### config.mk
export PLATFORM = sky130hd
export DESIGN_NAME = sort_ctrl_mb
export DESIGN_NICKNAME = d
export VERILOG_FILES = /design/src/rtl/sort_ctrl_pkg.sv /design/src/rtl/sort_ctrl_bank_fsm.sv /design/src/rtl/sort_ctrl_mb.sv
export SDC_FILE = /design/constraint.sdc
export NUM_CORES = 1
export LEC_CHECK = 0
export ABC_AREA = 1
export CAP_MARGIN = 25
export CORE_MARGIN = 3
export CORE_UTILIZATION = 35
export CTS_CLUSTER_SIZE = 24
export DETAILED_ROUTE_END_ITERATION = 10
export HOLD_SLACK_MARGIN = 0.12
export SYNTH_ARGS = -nofsm -noshare
export SYNTH_HDL_FRONTEND = slang
export SYNTH_HIERARCHICAL = 1
export SYNTH_SLANG_ARGS = --single-unit
### constraint.sdc
create_clock -name clk -period 2.5 [get_ports clk]
set_clock_uncertainty 0.05 [all_clocks]
set_input_delay 0.5 -clock clk [delete_from_list [all_inputs] [get_ports clk]]
set_output_delay 0.5 -clock clk [all_outputs]
set_load 0.1 [all_outputs]
### src/rtl/sort_ctrl_pkg.sv
`default_nettype none
// ============================================================================
// Module   : sort_ctrl_pkg
// Purpose  : Shared definitions for the multi-bank sort controller:
//            per-bank state encoding and the wrapping pointer increment.
// Revision : 1.0 - initial multi-bank release
// ============================================================================
package sort_ctrl_pkg;

    localparam int c_state_w = 3;

    localparam logic [c_state_w-1:0] c_st_idle    = 3'd0;
    localparam logic [c_state_w-1:0] c_st_wr_data = 3'd1;
    localparam logic [c_state_w-1:0] c_st_wr_wait = 3'd2;
    localparam logic [c_state_w-1:0] c_st_rd_pend = 3'd3;
    localparam logic [c_state_w-1:0] c_st_rd_data = 3'd4;

    // Bank pointers count 0..num_bank-1 and wrap explicitly, so a
    // non-power-of-two bank count never visits an unused id.
    function automatic logic [3:0] ptr_inc(input logic [3:0] ptr,
                                           input logic [4:0] num_bank);
        if ({1'b0, ptr} == (num_bank - 5'd1)) begin
            ptr_inc = 4'd0;
        end else begin
            ptr_inc = ptr + 4'd1;
        end
    endfunction

endpackage
`default_nettype wire

### src/rtl/sort_ctrl_bank_fsm.sv
`default_nettype none
// ============================================================================
// Module   : sort_ctrl_bank_fsm
// Purpose  : Lifecycle FSM of one sort bank:
//            IDLE -> WR_DATA -> WR_WAIT -> RD_PEND -> RD_DATA -> IDLE.
//            All strobes arrive already qualified for this bank by the top.
// Ports    : clk, rst          clock, synchronous active-high reset
//            i_accept          job accepted into this bank
//            i_input_done      last input of this bank has been sent
//            i_wr_done         count unit finished writing this bank
//            i_rd_grant        read start issued for this bank
//            i_rd_done         read unit finished this bank
//            i_timeout         read watchdog expired on this bank
//            o_state           current state
// Revision : 1.0 - initial multi-bank release
// ============================================================================
module sort_ctrl_bank_fsm
    import sort_ctrl_pkg::*;
(
    input  logic                 clk,
    input  logic                 rst,
    input  logic                 i_accept,
    input  logic                 i_input_done,
    input  logic                 i_wr_done,
    input  logic                 i_rd_grant,
    input  logic                 i_rd_done,
    input  logic                 i_timeout,
    output logic [c_state_w-1:0] o_state
);

    logic [c_state_w-1:0] r_state;
    logic [c_state_w-1:0] w_state_nxt;

    always_ff @(posedge clk) begin
        if (rst) begin
            r_state <= c_st_idle;
        end else begin
            r_state <= w_state_nxt;
        end
    end

    // Each strobe only acts in its own state; wr_done seen in WR_DATA is
    // dropped, which forces input_done to be registered first.
    always_comb begin
        w_state_nxt = r_state;
        case (r_state)
            c_st_idle:    if (i_accept)              w_state_nxt = c_st_wr_data;
            c_st_wr_data: if (i_input_done)          w_state_nxt = c_st_wr_wait;
            c_st_wr_wait: if (i_wr_done)             w_state_nxt = c_st_rd_pend;
            c_st_rd_pend: if (i_rd_grant)            w_state_nxt = c_st_rd_data;
            c_st_rd_data: if (i_rd_done | i_timeout) w_state_nxt = c_st_idle;
            default:                                 w_state_nxt = c_st_idle;
        endcase
    end

    assign o_state = r_state;

endmodule
`default_nettype wire

### src/rtl/sort_ctrl_mb.sv
`default_nettype none
// ============================================================================
// Module   : sort_ctrl_mb
// Purpose  : Multi-bank sort controller. Allocates NUM_BANK sort buffers
//            round-robin, gates count-unit write completion against the
//            input-done flag and issues read starts to the priority read
//            unit strictly in allocation order.
// Options  : SORT_CTRL_RD_TIMEOUT_EN - enables the read watchdog
//            (TIMEOUT_CYC cycles); otherwise ctrl_timeout_o is tied 0.
// Ports    : clk, rst                  clock, synchronous active-high reset
//            ctrl_vld_i / ctrl_rdy_o   new-job handshake
//            ctrl_bank_o               bank given to a job accepted now
//            ctrl_input_done_vld_i     last input of the writing bank sent
//            cntu2ctrl_wr_done_*       count unit finished writing a bank
//            pru2ctrl_rd_done_vld_i    read unit finished the reading bank
//            ctrl2pru_start_*          one-cycle read start + bank id
//            ctrl_busy_o               any bank not IDLE
//            ctrl_timeout_o            read watchdog pulse
// Revision : 1.0 - initial multi-bank release
// ============================================================================
module sort_ctrl_mb
    import sort_ctrl_pkg::*;
#(
    parameter  int NUM_BANK    = 2,
    parameter  int TIMEOUT_CYC = 1024,
    localparam int BANK_W      = (NUM_BANK > 1) ? $clog2(NUM_BANK) : 1
) (
    input  logic              clk,
    input  logic              rst,
    input  logic              ctrl_vld_i,
    output logic              ctrl_rdy_o,
    output logic [BANK_W-1:0] ctrl_bank_o,
    input  logic              ctrl_input_done_vld_i,
    input  logic              cntu2ctrl_wr_done_vld_i,
    input  logic [BANK_W-1:0] cntu2ctrl_wr_done_bank_i,
    input  logic              pru2ctrl_rd_done_vld_i,
    output logic              ctrl2pru_start_vld_o,
    output logic [BANK_W-1:0] ctrl2pru_start_bank_o,
    output logic              ctrl_busy_o,
    output logic              ctrl_timeout_o
);

    logic [BANK_W-1:0]    r_wr_ptr;
    logic [BANK_W-1:0]    r_rd_ptr;
    logic                 r_wr_busy;

    logic [c_state_w-1:0] w_bank_state [NUM_BANK];
    logic [NUM_BANK-1:0]  w_bank_idle;
    logic [NUM_BANK-1:0]  w_bank_in_wr;
    logic [NUM_BANK-1:0]  w_bank_in_rd;
    logic [NUM_BANK-1:0]  w_bank_accept;
    logic [NUM_BANK-1:0]  w_bank_input_done;
    logic [NUM_BANK-1:0]  w_bank_wr_done;
    logic [NUM_BANK-1:0]  w_bank_rd_grant;
    logic [NUM_BANK-1:0]  w_bank_rd_done;
    logic [NUM_BANK-1:0]  w_bank_timeout;

    logic w_accept;
    logic w_start;
    logic w_any_rd;
    logic w_rd_release;
    logic w_timeout;

    // ------------------------------------------------------------------
    // Per-bank FSMs and strobe qualification
    // ------------------------------------------------------------------
    for (genvar gi = 0; gi < NUM_BANK; gi++) begin : g_bank
        localparam logic [BANK_W-1:0] c_id = BANK_W'(gi);

        assign w_bank_idle[gi]       = (w_bank_state[gi] == c_st_idle);
        assign w_bank_in_wr[gi]      = (w_bank_state[gi] == c_st_wr_data);
        assign w_bank_in_rd[gi]      = (w_bank_state[gi] == c_st_rd_data);

        assign w_bank_accept[gi]     = w_accept & (r_wr_ptr == c_id);
        // At most one bank is ever in WR_DATA / RD_DATA, so the untagged
        // input_done and rd_done strobes go to whichever bank holds it.
        assign w_bank_input_done[gi] = ctrl_input_done_vld_i & w_bank_in_wr[gi];
        assign w_bank_wr_done[gi]    = cntu2ctrl_wr_done_vld_i &
                                       (cntu2ctrl_wr_done_bank_i == c_id);
        assign w_bank_rd_grant[gi]   = w_start & (r_rd_ptr == c_id);
        assign w_bank_rd_done[gi]    = pru2ctrl_rd_done_vld_i & w_bank_in_rd[gi];
        assign w_bank_timeout[gi]    = w_timeout & w_bank_in_rd[gi];

        sort_ctrl_bank_fsm u_fsm (
            .clk          (clk),
            .rst          (rst),
            .i_accept     (w_bank_accept[gi]),
            .i_input_done (w_bank_input_done[gi]),
            .i_wr_done    (w_bank_wr_done[gi]),
            .i_rd_grant   (w_bank_rd_grant[gi]),
            .i_rd_done    (w_bank_rd_done[gi]),
            .i_timeout    (w_bank_timeout[gi]),
            .o_state      (w_bank_state[gi])
        );
    end

    // ------------------------------------------------------------------
    // Decode from registered state
    // ------------------------------------------------------------------
    assign w_any_rd   = |w_bank_in_rd;
    assign ctrl_rdy_o = ~r_wr_busy & (w_bank_state[r_wr_ptr] == c_st_idle);
    assign w_accept   = ctrl_vld_i & ctrl_rdy_o;

    // Only the oldest job (rd_ptr) may start, and only once the read unit
    // is free; this is what keeps starts in allocation order.
    assign w_start    = (w_bank_state[r_rd_ptr] == c_st_rd_pend) & ~w_any_rd;

    assign w_rd_release = (pru2ctrl_rd_done_vld_i & w_any_rd) | w_timeout;

    // ------------------------------------------------------------------
    // Pointers and write-busy flag
    // ------------------------------------------------------------------
    always_ff @(posedge clk) begin
        if (rst) begin
            r_wr_ptr  <= '0;
            r_rd_ptr  <= '0;
            r_wr_busy <= 1'b0;
        end else begin
            if (w_accept) begin
                r_wr_ptr <= BANK_W'(ptr_inc(4'(r_wr_ptr), 5'(NUM_BANK)));
            end
            if (w_rd_release) begin
                r_rd_ptr <= BANK_W'(ptr_inc(4'(r_rd_ptr), 5'(NUM_BANK)));
            end
            // Accept needs wr_busy clear, so it can never coincide with an
            // input_done that is actually consumed.
            if (w_accept) begin
                r_wr_busy <= 1'b1;
            end else if (ctrl_input_done_vld_i) begin
                r_wr_busy <= 1'b0;
            end
        end
    end

    // ------------------------------------------------------------------
    // Optional read watchdog
    // ------------------------------------------------------------------
`ifdef SORT_CTRL_RD_TIMEOUT_EN
    localparam int                  c_to_cnt_w = $clog2(TIMEOUT_CYC + 1);
    // The counter holds the number of RD_DATA cycles already completed, so
    // the cycle in which it equals TIMEOUT_CYC-1 is the TIMEOUT_CYC-th.
    localparam logic [c_to_cnt_w-1:0] c_to_last = c_to_cnt_w'(TIMEOUT_CYC - 1);

    logic [c_to_cnt_w-1:0] r_to_cnt;

    always_ff @(posedge clk) begin
        if (rst) begin
            r_to_cnt <= '0;
        end else if (w_start) begin
            r_to_cnt <= '0;
        end else if (w_any_rd) begin
            r_to_cnt <= r_to_cnt + c_to_cnt_w'(1);
        end
    end

    // A rd_done arriving in the expiry cycle wins: normal completion.
    assign w_timeout = w_any_rd & (r_to_cnt == c_to_last) & ~pru2ctrl_rd_done_vld_i;
`else
    assign w_timeout = 1'b0;
`endif

    // ------------------------------------------------------------------
    // Outputs
    // ------------------------------------------------------------------
    assign ctrl_bank_o           = r_wr_ptr;
    assign ctrl2pru_start_vld_o  = w_start;
    assign ctrl2pru_start_bank_o = r_rd_ptr;
    assign ctrl_busy_o           = ~&w_bank_idle;
    assign ctrl_timeout_o        = w_timeout;

endmodule
`default_nettype wire

==> metrics.md, run 1 <==
| Metric | Value |
|---|---|
| Multiplexer share of the synthesized area | 0% |
| Worst Hold Class | flop to flop |
| Cell count after synthesis | 145 |
| ANT nets after route | 0 |
| PortBufs | 11 |
| Clock-pin slew of the registers on the worst-case setup and hold paths | 0.07 ns |
| Number of fillers in the final layout | 232 |
| Synth Area in XOR/XNOR | 0% |
| Die ar. | 2890 µm² |
| Global placement routability congestion | 0.865 |
| Highest Clock Rate | 506 MHz |
| DRT iter0 DRCs | 20 |
| Critical R2R Launch | g_bank[1].u_fsm/o_state[1] |
| Total global-route track usage | 15.6% |
| Top post-synthesis cells by area | dfxtp_1 (23%), inv_1 (15%), nor2_1 (15%), nand2_1 (14%), nand3_1 (10%) |
| WL final | 1780 µm |
| Post-Synth Adder-Cell Area | 0% |
| Max Slew Vio Count | 0 |
| Synth Cell Area | 797 µm² |
| Clk Latency, worst-skew pair | 0.26 ns |
| Crit. Startpoint | g_bank[1].u_fsm/o_state[1] |
| R2R Setup Slk | 0.83 ns |
| Row Count | 16 |
| CTS root buf | clkbuf_4 |
| NumNets Final | 169 |
| Clock sinks | 9 |
| RSZ-0062 raised after global routing | no |
| Total number of vias | 850 |
| Critical Path Start Type | flop |
| Post-synthesis average cell area | 5.50 µm² |
| Post-CTS Setup Bufs | 0 |
| Initial Utilization | 38.7% |
| Largest family of logic cells by synthesized area | simple AND/OR/NAND/NOR gates |
| Area Overhead vs Synth | 23.1% |
| Post-CTS sizing | 0 |
| Commonest cells after routing, fill and taps aside | inv_1 (31), nor2_1 (31), nand2_1 (29), nand3_1 (16), dfxtp_1 (8) |
| CP Data Required Time | 1.95 ns |
| Htree depth | 1 |
| Top-area cell type share of the netlist area | 22.6% |
| Synth Register Bits | 9 |
| Initial antenna violation count | 0 |
| Largest net degree at the start of global routing | 10 |
| TritonCTS clock tree | yes |
| CTS Hold Bufs | 0 |
| Data arrival time of the worst path | 1.43 ns |
| Core Region | 2060 µm² |
| Share of layout cells above drive strength 1 | 16.1% |
| Final Setup Violations | 0 |
| Min-delay src | r_wr_busy |
| Total iterations of the first detailed-routing run | 6 |
| Final Hold Violating Endpoints | 0 |
| DIE HEIGHT | 53.7 µm |
| Vias per inst | 4.52 |
| Fin crit share | 79.1% |
| CTS Buf Count | 3 |
| Crit. End Element | primary output |
| Setup TNS Final | 0 ns |
| Synth Area in Simple Gates | 57.8% |
| Kind of critical path | flop to primary output |
| Largest area contributor in the netlist | dfxtp_1 |
| Ports | 13 |
| First-pass GRT wire length | 3260 µm |
| HPWL after DPL | 1450 µm |
| Wire per inst | 9.45 µm |
| Crit-path max FO | 8 |
| Bufs on Longest Clock Path | 2 |
| Number of diodes | 0 |
| Crit path time final | 1.98 ns |
| Post-synthesis cell type count | 20 |
| Status | completed |
| Width of the die | 53.7 µm |
| Post-synthesis sequential area ratio | 22.6% |
| Synthesis Warnings | 6 |
| Drt drc | 0 |
| Vias in the first global route | 796 |
| Compound-Gate Fraction of Synth Area | 3.14% |
| Max Cap Violations | 0 |
| GRT overflow | 0 |
## worst max-delay path, cell delays in order, from the launching register on
cell	delay (ns)
dfxtp_1	0.47
nand3_1	0.11
o21ai_0	0.15
nand3_1	0.14
inv_1	0.13
buf_12	0.18
## stage by stage
stage / cell area [µm²] / util [%] / setup WS (ns) / cells / hold slack [ns]
after global placement: 955 / 46.3 / 0.549 / 184 / 0.416
after floorplan: 806 / - / 0.191 / 147 / 0.387
after CTS: 981 / 47.6 / 0.492 / 188 / 0.416
after detailed placement: 955 / 46.3 / 0.537 / 184 / 0.405
final: 981 / 47.6 / 0.522 / 188 / 0.414
after global routing: 981 / 47.6 / 0.332 / 188 / 0.454
## cells in the mapped netlist (all sizes together)
| cell | count |
|---|---|
| nand2 | 34 |
| nor2 | 39 |
| conb | 1 |
| and3 | 1 |
| buf | 1 |
| o21ai | 3 |
| inv | 32 |
| nand4 | 3 |
| a21oi | 2 |
| nand3 | 17 |
| nor4 | 1 |
| dfxtp | 9 |
| nand3b | 2 |
## flip-flops by register name, indices dropped and copies added (netlist names)
| signal | count |
|---|---|
| g_bank.u_fsm/o_state | 6 |
| r_wr_busy | 1 |
| ctrl2pru_start_bank_o | 1 |
| ctrl_bank_o | 1 |
## cell type report
class / count / area [µm²] / area share [%]
repair buffers: 11 / 123 / 12.5
flip-flops and latches: 9 / 181 / 18.5
clock buffers: 4 / 26.3 / 2.68
inverters: 32 / 120 / 12.2
multi-input cells: 105 / 497 / 50.6
well taps: 27 / 33.8 / 3.44
## cell families (layout without fill, tap and decap cells)
kind of cell           Yosys count  after routing
flip-flops                       9              9
AO/OA/AOI/OAI                    5              5
AND/OR/NAND/NOR                 97             97
other                            1              3
buffers and inverters           33             47
## worst paths after layout
kind / endpoint / depth (start not counted)
max reg2reg: g_bank[0].u_fsm/o_state[0] / 11
min: r_wr_busy / 2
min reg2reg: r_wr_busy / 2
max: ctrl2pru_start_vld_o / 5
## layer usage
| metal | share of wire [%] | global-route usage, % | vias up |
|---|---|---|---|
| li1 | - | - | 468 |
| met1 | 51 | 20.7 | 361 |
| met2 | 43 | 23.4 | 19 |
| met3 | 4.9 | 3.60 | 2 |
| met4 | 0.73 | 7.66 | 0 |
| met5 | 0 | 0 | - |
Power of run 1 is not shown: default switching activity piles up to over one toggle a cycle in this logic, so the estimate is an artifact.
==> run 2, diff against run 1 <==
- clock period: 2.5 -> 1.8 ns (I/O delays scaled with it)
==> run 2 against run 1 <==
Routed wire length rose by 12%; via count rose by 9.4%; critical path depth rose by 2; worst setup slack got worse by 0.46 ns; first-iteration DRC count fell by 15%; register-to-register slack got worse by 0.66 ns; largest cell class unchanged.
==> metrics.md, run 2 (synthesized netlist as in run 1, its figures left out) <==
| Metric | Value |
|---|---|
| Htree depth | 1 |
| Final Setup Violations | 0 |
| Initial Utilization | 38.7% |
| Critical R2R Launch | g_bank[1].u_fsm/o_state[2] |
| Die ar. | 2890 µm² |
| Commonest cells after routing, fill and taps aside | nor2_1 (31), nand2_1 (29), inv_1 (27), nand3_1 (15), buf_4 (8) |
| Min-delay src | r_wr_busy |
| WL final | 1980 µm |
| Tot Pwr | 2.41 mW |
| Global placement routability congestion | 0.861 |
| Fin util | 54.7% |
| Worst hold path depth | 2 |
| Max FFs per register | 6 |
| Width of the die | 53.7 µm |
| Leak Pwr | 0.591 nW |
| CTS root buf | clkbuf_4 |
| Worst r2r dst | g_bank[1].u_fsm/o_state[0] |
| Vias in the first global route | 806 |
| DRT iter0 DRCs | 17 |
| Ports | 13 |
| CTS Hold Bufs | 0 |
| Placed cell count | 191 |
| Pwr/cell area | 2130 nW/µm² |
| Clock-pin slew of the registers on the worst-case setup and hold paths | 0.06 ns |
| CTS Buf Count | 3 |
| NumNets Final | 179 |
| Non-Filler Instances | 198 |
| Critical Path Start Type | flop |
| Core Region | 2060 µm² |
| Share of layout cells above drive strength 1 | 26.9% |
| Crit path time final | 1.74 ns |
| R2R Setup Slk | 0.17 ns |
| Commonest non-fill, non-tap cell in the layout | nor2_1 |
| Initial antenna violation count | 0 |
| First-pass GRT wire length | 3400 µm |
| Multi-input logic area | 502 µm² |
| Register area | 195 µm² |
| Total global-route track usage | 16.4% |
| Final Hold Violating Endpoints | 0 |
| Area Overhead vs Synth | 41.6% |
| GRT overflow | 0 |
| Wire per inst | 10.0 µm |
| Data arrival time of the worst path | 1.33 ns |
| CP Data Required Time | 1.39 ns |
| Status | completed |
| Kind of critical path | flop to primary output |
| TritonCTS clock tree | yes |
| Total number of vias | 930 |
| Fin crit share | 96.5% |
| Clock sinks | 9 |
| Crit-path max FO | 4 |
| Largest net degree at the start of global routing | 8 |
| Bufs on Longest Clock Path | 2 |
| Hold endpoint | r_wr_busy |
| Drt drc | 0 |
| Highest Clock Rate | 576 MHz |
| Number of diodes | 0 |
| Total iterations of the first detailed-routing run | 4 |
| Worst ir drop on vdd | 1.54 mV |
| PortBufs | 11 |
| Max Cap Violations | 0 |
| Worst reg2reg path depth | 13 |
| Max Slew Vio Count | 0 |
| DIE HEIGHT | 53.7 µm |
| ANT nets after route | 0 |
| Row Count | 16 |
| Clk Latency, worst-skew pair | 0.27 ns |
| Vias per inst | 4.70 |
| Number of fillers in the final layout | 214 |
| HPWL after DPL | 1610 µm |
| Crit. End Element | primary output |
| Worst Hold Class | flop to flop |
==> run 2: changes by cell type in the layout (fill, tap and decap cells not counted), moves of 2 or more <==
| cell | change |
|---|---|
| inv_1 | -4 |
| buf_4 | +5 |
| dfxtp_4 | +3 |
| inv_4 | +2 |
| dfxtp_1 | -5 |
| dfxtp_2 | +2 |
| buf_6 | +2 |
| buf_12 | +3 |
==> run 2: cell type report <==
cell class              count  area share (%)
clock buffers               4            2.33
inverters                  32            11.4
multi-input cells         105            44.5
flip-flops and latches      9            17.3
well taps                  27            2.99
repair buffers             21            21.5
==> run 2: critical path, cell delays in order (launching register included) <==
cell	delay (ns)
dfxtp_4	0.37
inv_4	0.05
nand3_2	0.04
o21ai_1	0.11
nand3_1	0.11
buf_6	0.14
clkinvlp_4	0.07
buf_12	0.16
==> run 2: through the flow <==
| stage | cell area (µm²) | TNS (ns) | worst slack, ns | hold WS, ns |
|---|---|---|---|---|
| finish | 1130 | 0 | 0.0639 | 0.417 |
| global route | 1130 | -0.0672 | -0.0223 | 0.455 |
| CTS | 1090 | 0 | 0.0127 | 0.423 |
| detailed placement | 1050 | -0.00142 | -0.00139 | 0.414 |
| global placement | 1050 | -0.0286 | -0.0286 | 0.405 |
| floorplan | 816 | 0 | 0.0415 | 0.379 |
==> run 2: layer usage <==
metal | part of all wire [%] | global-route usage, %
met3 | 6.2 | 3.88
met4 | 2.2 | 6.38
met2 | 45 | 25.8
met5 | 0 | 0
met1 | 46 | 21.2
==> run 2: worst max path at each step <==
stage	from	endpoint	slack, ns
after floorplan	ctrl2pru_start_bank_o	ctrl2pru_start_vld_o	0.04
after detailed placement	ctrl_input_done_vld_i	g_bank[1].u_fsm/o_state[0]	-0.001
final	g_bank[1].u_fsm/o_state[2]	ctrl2pru_start_vld_o	0.06
after global placement	ctrl_input_done_vld_i	g_bank[1].u_fsm/o_state[0]	-0.03
after CTS	g_bank[1].u_fsm/o_state[1]	ctrl2pru_start_vld_o	0.01
after global routing	g_bank[0].u_fsm/o_state[2]	ctrl2pru_start_vld_o	-0.02
==> run 2: power by group <==
part / switching [mW] / internal [mW]
Sequential: 0.0808 / 0.296
Clock: 0.0761 / 0.0858
Combinational: 1.18 / 0.690
Total: 1.34 / 1.07
==> run 2: what timing repair did <==
action	4_1_cts	5_1_grt
buffers inserted	1	2
cloned	0	0
setup endpoints to repair	1	7
pin swaps	1	1
gates resized for setup	1	12
No activity file was read; power rests on OpenSTA's default activity.
==> run 3, diff against run 2 <==
- ABC_AREA: 1 -> unset
==> run 3 against run 2 <==
Non-clock buffer count rose by 2; cell area is 15% lower; sequential power is 36% lower; utilization up 7.1 points; largest cell class unchanged; synthesized cell count down 50%; worst setup slack worse by 0.028 ns; critical endpoint unchanged; critical path depth shrank 3; final cell count shrank 41%; first-iteration DRC count shrank 12%; clock power decreased by 3%.
==> metrics.md, run 3 <==
| Metric | Value |
|---|---|
| Placed cell count | 110 |
| Commonest non-fill, non-tap cell in the layout | buf_4 |
| Worst hold slack | 0.502 ns |
| Core Region | 1560 µm² |
| DRT iter0 DRCs | 15 |
| Synth Area in XOR/XNOR | 0% |
| Final Hold Violating Endpoints | 0 |
| Net Sw Frac | 42.4% |
| Cell count after synthesis | 72 |
| Synth Cell Area | 594 µm² |
| ANT nets after route | 0 |
| CTS root buf | clkbuf_4 |
| Highest Clock Rate | 567 MHz |
| Commonest cells after routing, fill and taps aside | buf_4 (12), nor3_1 (9), nand2_1 (6), a21oi_1 (6), clkdlybuf4s50_1 (6) |
| WL final | 1430 µm |
| Total global-route track usage | 15.9% |
| Dominant synthesized flop cell | dfxtp_1 |
| Critical Path Start Type | flop |
| Share of layout cells above drive strength 1 | 40.0% |
| Pwr/cell area | 836 nW/µm² |
| Crit. End Element | primary output |
| Post-synthesis average cell area | 8.25 µm² |
| Synthesis Warnings | 6 |
| Total number of vias | 636 |
| Max FFs per register | 6 |
| Synth Register Bits | 9 |
| Final Setup Violations | 0 |
| Width of the die | 47.2 µm |
| EDFF count, synth | 0 |
| Top-area cell type share of the netlist area | 30.3% |
| CTS Buf Count | 3 |
| Non-Filler Instances | 116 |
| GRT overflow | 0 |
| Clock sinks | 9 |
| DIE HEIGHT | 47.2 µm |
| Max Slew Vio Count | 0 |
| PortBufs | 11 |
| Post-Synth Adder-Cell Area | 0% |
| Seq pwr share | 30.0% |
| HPWL after DPL | 1130 µm |
| Kind of critical path | flop to primary output |
| Vias in the first global route | 581 |
| Worst Hold Class | flop to flop |
| Compound-Gate Fraction of Synth Area | 18.7% |
| Largest net degree at the start of global routing | 9 |
| Htree depth | 1 |
| Setup Slack @ Placement | -0.0222 ns |
| Multiplexer share of the synthesized area | 3.58% |
| Fin crit share | 98.0% |
| Die ar. | 2230 µm² |
| Clk Latency, worst-skew pair | 0.26 ns |
| Data arrival time of the worst path | 1.35 ns |
| Worst ir drop on vdd | 0.558 mV |
| Max Cap Violations | 0 |
| Global placement routability congestion | 0.735 |
| Largest family of logic cells by synthesized area | simple AND/OR/NAND/NOR gates |
| RSZ-0062 raised after global routing | yes |
| Post-synthesis sequential area ratio | 30.3% |
| Area Overhead vs Synth | 62.1% |
| Top post-synthesis cells by area | dfxtp_1 (30%), nor3_1 (8.4%), and2b_1 (6.3%), a21oi_1 (5.9%), a2111oi_2 (5.1%) |
| Synth top cells by count | nor3_1 (10), dfxtp_1 (9), a21oi_1 (7) |
| TritonCTS clock tree | yes |
| Tot Pwr | 805 µW |
| Initial antenna violation count | 0 |
| Post-synthesis cell type count | 27 |
| Ports | 13 |
| Asr flop ratio synth | 0% |
| Row Count | 14 |
| Clock network power share | 19.5% |
| NumNets Final | 108 |
| Largest area contributor in the netlist | dfxtp_1 |
| Crit-path max FO | 5 |
| Number of diodes | 0 |
| Total iterations of the first detailed-routing run | 4 |
| First-pass GRT wire length | 2440 µm |
| Synth Area in Simple Gates | 44.2% |
| Status | completed |
| Fin util | 61.8% |
| Initial Utilization | 38.1% |
| Drt drc | 0 |
| Clock-pin slew of the registers on the worst-case setup and hold paths | 0.06 ns |
| Leak Pwr | 0.407 nW |
| Wire per inst | 12.3 µm |
| Power share of the combinational group | 50.5% |
| Most numerous cell in the Yosys netlist | nor3_1 |
| Net switching power | 341 µW |
| CP Data Required Time | 1.39 ns |
| Crit path time final | 1.76 ns |
| Bufs on Longest Clock Path | 2 |
| Internal power | 464 µW |
| Vias per inst | 5.48 |
| PnR worst setup slack | 0.0355 ns |
run 3: cell types whose count changed in the layout (fill, tap and decap cells not counted), moves of 3 or more:
cell     before  now
and2b_1       0    5
a21oi_1       2    6
o21ai_1       3    0
nand2_2       5    0
nand3_1      15    0
nor2_2        6    0
nor3_1        0    9
nand2_1      29    6
nor2_1       31    3
buf_4         8   12
inv_1        27    2
run 3: logic make-up (layout without fill, tap and decap cells):
logic type             Yosys count  in the layout
muxes                            2              2
other                            1              3
AOI/OAI and AO/OA               15             15
buffers and inverters            3             29
DFF                              9              9
and+or+nand+nor                 42             42
run 3: area by class of cell:
cell class / instances / area, µm²
Multi-Input combinational cell: 62 / 462
Fill cell: 140 / 596
Inverter: 2 / 7.51
Timing Repair Buffer: 23 / 250
Sequential cell: 9 / 198
Clock buffer: 4 / 26.3
Tap cell: 16 / 20.0
run 3: timing repair:
action / CTS / global route
pin swaps: 1 / 0
resized for setup: 3 / 10
setup endpoints to repair: 2 / 2
buffers inserted: 0 / 2
hold buffers: 0 / 0
cloned: 0 / 0
run 3: critical path: stages (launching register included):
cell      delay, ns
dfxtp_2        0.35
and4b_2        0.30
a21oi_2        0.05
a211oi_4       0.19
buf_12         0.21
run 3: path summary, 6_finish.rpt:
| path | from | endpoint | slack (ns) | cells after the start |
|---|---|---|---|---|
| setup / recovery | g_bank[1].u_fsm/o_state[2] | ctrl2pru_start_vld_o | 0.04 | 4 |
| hold / removal | g_bank[1].u_fsm/o_state[1] | g_bank[1].u_fsm/o_state[2] | 0.50 | 2 |
| setup reg to reg | g_bank[1].u_fsm/o_state[2] | g_bank[1].u_fsm/o_state[0] | 0.18 | 6 |
| hold reg to reg | g_bank[1].u_fsm/o_state[1] | g_bank[1].u_fsm/o_state[2] | 0.50 | 2 |
run 3: power by group through the flow:
stage | combinational (mW) | sequential, mW | clock (mW)
2_1_floorplan | 0.220 | 0.272 | 0
3_5_place_dp | 0.397 | 0.243 | 0
6_report | 0.407 | 0.241 | 0.157
5_1_grt | 0.428 | 0.245 | 0.176
4_1_cts | 0.399 | 0.239 | 0.164
3_3_place_gp | 0.394 | 0.242 | 0
run 3: stage by stage:
stage / cell area, µm² / setup TNS, ns
after floorplan: 636 / -0.368
after global placement: 883 / 0
after detailed placement: 883 / -0.0343
after CTS: 913 / 0
after global routing: 963 / -0.0134
final: 963 / 0
run 3: layer usage:
| layer | vias to the layer above | part of all wire [%] | track usage, % |
|---|---|---|---|
| met2 | 14 | 49 | 25.7 |
| met4 | 0 | 0.70 | 8.29 |
| met5 | - | 0 | 0 |
| met1 | 297 | 45 | 18.3 |
| li1 | 323 | - | - |
| met3 | 2 | 5.2 | 5.36 |
==> edit 1: new RTL, config.mk and constraints of run 3 <==
Build with the macro `SORT_CTRL_RD_TIMEOUT_EN` defined.
--- a/src/rtl/sort_ctrl_mb.sv
+++ b/src/rtl/sort_ctrl_mb.sv
@@ -18,6 +18,8 @@
 //            ctrl_timeout_o            read watchdog pulse
 // Revision : 1.0 - initial multi-bank release
 // ============================================================================
+`define SORT_CTRL_RD_TIMEOUT_EN
+
 module sort_ctrl_mb
     import sort_ctrl_pkg::*;
 #(
Behaviour: same outputs for any inputs over 10 cycles, from zero or initial values and one cycle with rst high; that may be too few to reach the edited logic, so the function may still have changed.
==> edit 1 against run 3 <==
Global-route usage shrank 1.2 points. Final area grew 92%. Sequential cell count grew 11. Critical path depth grew 1. Total power grew 45%. Setup slack lost 300 ps. Wire length grew 96%. The run now ends with setup timing left. First-iteration DRC count grew 60%. Maximum frequency shrank 15%. Synthesized area grew 93%.
==> edit 1: results (changes against run 3) <==
Run status
  • Outcome: complete, but fails checks
  • Failing checks: setup timing

Finish
  • Number of fill cells in the layout: 269 (+92%)
  • Nets: 192 (+78%)
  • Ratio of cells with drive above 1 in the final layout: 41.5% (+1.5 points)
  • Max FFs per register: 11 (+5)
  • Largest Register: r_to_cnt
  • N_diodes: 0 (unchanged)

Worst setup path
  • Reg2reg start: r_to_cnt[8]
  • Critical path class: register to output port
  • Critical Path Fanout Max: 3 (-2)
  • Worst Path Arrival: 1660 ps (+310 ps)
  • Origin of the worst setup path: r_to_cnt[8]
  • CP endpoint: ctrl_timeout_o
  • Flop2flop setup slack: -40 ps (-220 ps)
  • Worst reg2reg path depth: 8 (+2)
  • Capturing point of the worst reg2reg path: g_bank[0].u_fsm/o_state[2]

Synthesis
  • Asr flop ratio synth: 0% (unchanged)
  • Top post-synthesis cells by area: dfxtp_1 (35%), xor2_1 (6.1%), nor2_1 (4.9%)
  • Number of distinct library cells after synthesis: 38 (+41%)
  • Ys flop type: dfxtp_1
  • Synth warnings: 6 (unchanged)
  • Mapped Nets: 140
  • Commonest cells post-synth: dfxtp_1 (20), nor2_1 (15), a21oi_1 (9)
  • Seq/Total Area, Yosys: 34.9% (+4.5 points)

GRT
  • Routing usage on met2: 25.7% (-0.054 points)
  • Total global routing track utilization: 14.6% (-1.2 points)
  • Vias in the first global route: 1,104 (+90%)
  • Met1 usage: 18.2% (-0.14 points)
  • Largest net degree at the start of global routing: 13 (+4)
  • Antenna violations before repair: 0 (unchanged)
  • Grt met3 use: 4.28% (-1.1 points)
  • First-pass GRT wire length: 4780 µm (+96%)

Routing
  • Via-per-instance ratio: 5.00 (-8.8%)
  • DR pass1 iterations: 4 (unchanged)
  • Detailed Route Iter0 Violations: 24 (+9)
  • Wire per inst: 12.3 µm (about the same)

Power
  • Switch Pwr: 0.424 mW (+24%)
  • LEAKAGE: 0.720 nW (+77%)
  • Clock group: 0.222 mW (+41%)
  • Comb pwr: 0.469 mW (+15%)
  • VDD IR-drop max: 0.000791 V (+42%)

Min path
  • Hold path depth: 2 (unchanged)
  • Hold Crit Class: register to register
  • Hold path start: r_to_cnt[1]
  • Hold EP: r_to_cnt[1]

Placed design
  • GPL Wtd Cong: 0.767 (+4.4%)
  • DP Wirelength: 2010 µm (+78%)
  • I/O Buffers: 12 (+1)

Clock network
  • Clk_lat worst skew: 300 ps (+40 ps)
  • Clock Tree Buf Depth: 2 (unchanged)
  • Root buffer cell: clkbuf_4
  • CTS H-tree lvls: 1 (unchanged)
  • Clock transition at path regs: 120 ps (+60 ps)

Timing
  • Hold slack: 439 ps (-62.6 ps)
  • Setup TNS: -643 ps (-643 ps)
  • Count of final setup violators: 4 (+4)
  • Min setup slack post-route: -269 ps (-304 ps)
  • Slew headroom: 77.0%

Flow run
  • Max Cap Violations: 0 (unchanged)
## edit 1: cells by family (layout without fill, tap and decap cells)
family	Yosys count	after routing	synth area share (%)
buffers and inverters	7	58	2.94
DFF	20	20	34.9
xor gates and xnor gates	8	8	6.10
AOI/OAI and AO/OA	29	29	18.3
muxes	1	1	0.980
and+or+nand+nor	66	66	35.7
adders and majority gates	1	1	1.09
## edit 1: per-stage QoR
stage | cells | setup WS (ps) | cell area (µm²) | power (mW)
after floorplan | 132 | -597 | 1210 | 0.738
after global placement | 206 | -91.7 | 1590 | 0.888
after detailed placement | 206 | -131 | 1590 | 0.894
after CTS | 219 | -295 | 1760 | 1.15
after global routing | 227 | -348 | 1850 | 1.23
final | 227 | -269 | 1850 | 1.17
## edit 1: routing by layer
layer	wire (µm)	vias up
li1	-	589
met1	1280	533
met2	1430	11
met3	70	2
met4	13	0
met5	0	-
## edit 1: cell type report
cell class,count,area [µm²],share of cell area [%]
multi-input cells,105,811,43.9
repair buffers,51,519,28.1
flip-flops and latches,20,419,22.7
well taps,44,55.1,2.98
clock buffers,3,22.5,1.22
inverters,3,15.0,0.814
clock inverters,1,3.75,0.203
## edit 1: worst max-delay path: stages, from the launching register on
cell and delay, ps:
dfxtp_1 360, and4_1 240, nand3b_1 130, or3_4 370
clkinvlp_4 90, buf_12 160
## edit 1: timing repair
| action | in CTS | in global routing |
|---|---|---|
| buffers inserted | 9 | 8 |
| resized for setup | 18 | 6 |
| pin swaps | 11 | 7 |
| hold buffers | 0 | 0 |
| endpoints found under the hold margin | 0 | 0 |
| endpoints found under the setup margin | 5 | 17 |
| cloned | 0 | 0 |
==> edit 2: new RTL, flow settings as in run 3 <==
Made on the original files. `NUM_BANK`: 2 -> 4.
--- a/src/rtl/sort_ctrl_mb.sv
+++ b/src/rtl/sort_ctrl_mb.sv
@@ -21,7 +21,7 @@
 module sort_ctrl_mb
     import sort_ctrl_pkg::*;
 #(
-    parameter  int NUM_BANK    = 2,
+    parameter  int NUM_BANK    = 4,
     parameter  int TIMEOUT_CYC = 1024,
     localparam int BANK_W      = (NUM_BANK > 1) ? $clog2(NUM_BANK) : 1
 ) (
Ports: changed (resized cntu2ctrl_wr_done_bank_i, ctrl2pru_start_bank_o and ctrl_bank_o); port bits go from 13 to 16. The function was not compared with the original's and may differ.
==> edit 2 against run 3 <==
The run now ends with setup timing left. Setup slack got worse by 230 ps. Synthesized area increased by 110%. Wire length increased by 150%. Global-route usage increased by 2.2 points. Sequential cell count increased by 8. Maximum frequency decreased by 12%. Via count increased by 100%. Total power increased to 2.6 times the old value. Combinational power increased to 3.4 times the old value. Final area increased by 110%. Critical path type unchanged.
==> edit 2: results (changes against run 3) <==
Min path
  • Hold path depth: 1 (-1)

Worst setup path
  • Crit path largest cell delay: 400 ps (+50 ps)
  • Reg2reg start: g_bank[2].u_fsm/o_state[2]
  • Flop2flop setup slack: -180 ps (-360 ps)
  • Worst Path Arrival: 1590 ps (+240 ps)
  • Worst reg2reg path depth: 8 (+2)
  • Origin of the worst setup path: g_bank[2].u_fsm/o_state[0]
  • Slowest cell on crit path: dfxtp_4

Timing
  • Setup TNS: -1140 ps (-1140 ps)
  • Hold slack: 428 ps (-74.2 ps)
  • Min setup slack post-route: -197 ps (-233 ps)
  • Count of final setup violators: 7 (+7)

Placed design
  • DP Cell Count: 236 (+110%)
  • Worst Setup Slack post-DPL: -192 ps (-170 ps)
  • Cell area after placement: 0.00184 mm² (+110%)
  • DP Wirelength: 2590 µm (+130%)

Routing
  • Total routed wirelength: 3510 µm (+150%)
  • Via-per-instance ratio: 5.10 (-6.9%)
  • Detailed Route Iter0 Violations: 40 (+25)

Synthesis
  • Commonest cells post-synth: nor3_1 (19), dfxtp_1 (17), and2_1 (12)
  • Seq/Total Area, Yosys: 27.3% (-3.1 points)
  • Top post-synthesis cells by area: dfxtp_1 (27%), ha_1 (8.0%), nor3_1 (7.6%)
  • Syn avg cell area: 8.61 µm² (+4.3%)

GRT
  • Grt met3 use: 4.10% (-1.3 points)
  • Met1 usage: 23.5% (+5.2 points)
  • Largest net degree at the start of global routing: 12 (+3)
  • Total global routing track utilization: 18.0% (+2.2 points)

Power
  • VDD IR-drop max: 0.000464 V (-17%)

Finish
  • Max FFs per register: 12 (+6)
  • Nets: 221 (+100%)
  • Number of fill cells in the layout: 291 (+110%)

Run status
  • Failing checks: setup timing
  • Outcome: complete, but fails checks
edit 2: cell count changes in the layout (fill, tap and decap cells not counted), moves of 3 or more:
| cell | before | now |
|---|---|---|
| nand3b_1 | 3 | 6 |
| nand4b_1 | 2 | 6 |
| and2_1 | 1 | 8 |
| nor3_2 | 1 | 7 |
| buf_6 | 0 | 3 |
| and3b_1 | 2 | 5 |
| dfxtp_4 | 3 | 12 |
| and2_4 | 0 | 4 |
| ha_1 | 0 | 8 |
| and2b_1 | 5 | 8 |
| and3_4 | 0 | 5 |
| a21oi_2 | 1 | 4 |
| buf_4 | 12 | 35 |
edit 2: routing by layer:
| layer | vias to the layer above | part of all wire [%] |
|---|---|---|
| met4 | 0 | 0.66 |
| met1 | 601 | 47 |
| met2 | 16 | 50 |
| li1 | 654 | - |
| met5 | - | 0 |
| met3 | 5 | 2.5 |
edit 2: cell type report:
| type | instances | area (µm²) | area share, % |
|---|---|---|---|
| Sequential cell | 17 | 390 | 19.0 |
| Timing Repair Buffer | 52 | 507 | 24.6 |
| Clock buffer | 3 | 22.5 | 1.09 |
| Multi-Input combinational cell | 127 | 1060 | 51.4 |
| Tap cell | 46 | 57.6 | 2.80 |
| Clock inverter | 1 | 5.00 | 0.243 |
| Inverter | 4 | 17.5 | 0.851 |
edit 2: worst reg2reg max path: stages (launching register included):
cell,delay [ps]
dfxtp_2,400
nor3b_2,330
nor4_2,60
and3_4,190
buf_4,140
and2_4,150
nand2_1,90
o21ai_0,120
a2111oi_2,340
edit 2: cell families (layout without fill, tap and decap cells):
family                   after synthesis  in the layout  share of synthesized area [%]
AND/OR/NAND/NOR                       89             89                           45.6
AO/OA/AOI/OAI                         22             22                           14.2
multiplexers                           3              3                           2.81
other                                  1              5                          0.300
flip-flops                            17             17                           27.3
adder cells (fa/ha/maj)                8              8                           8.02
buffers and inverters                  5             60                           1.80
edit 2: how the worst max path moves through the flow:
stage / endpoint / slack, ps
floorplan: g_bank[0].u_fsm/o_state[0] / -140
global placement: g_bank[1].u_fsm/o_state[0] / -170
detailed placement: g_bank[3].u_fsm/o_state[0] / -190
CTS: ctrl_rdy_o / -210
global route: ctrl2pru_start_vld_o / -330
finish: ctrl2pru_start_vld_o / -200
edit 2: power by group through the flow:
stage,Clock [mW],Sequential [mW],Combinational (mW)
6_report,0.230,0.507,1.37
5_1_grt,0.258,0.517,1.45
4_1_cts,0.241,0.507,1.27
3_5_place_dp,0,0.516,1.22
3_3_place_gp,0,0.513,1.20
2_1_floorplan,0,0.626,0.640
edit 2: what timing repair did:
item | CTS | global route
gates resized for setup | 18 | 11
setup buffers | 8 | 2
endpoints found under the hold margin | 0 | 0
pin swaps | 6 | 1
setup endpoints to repair | 7 | 12
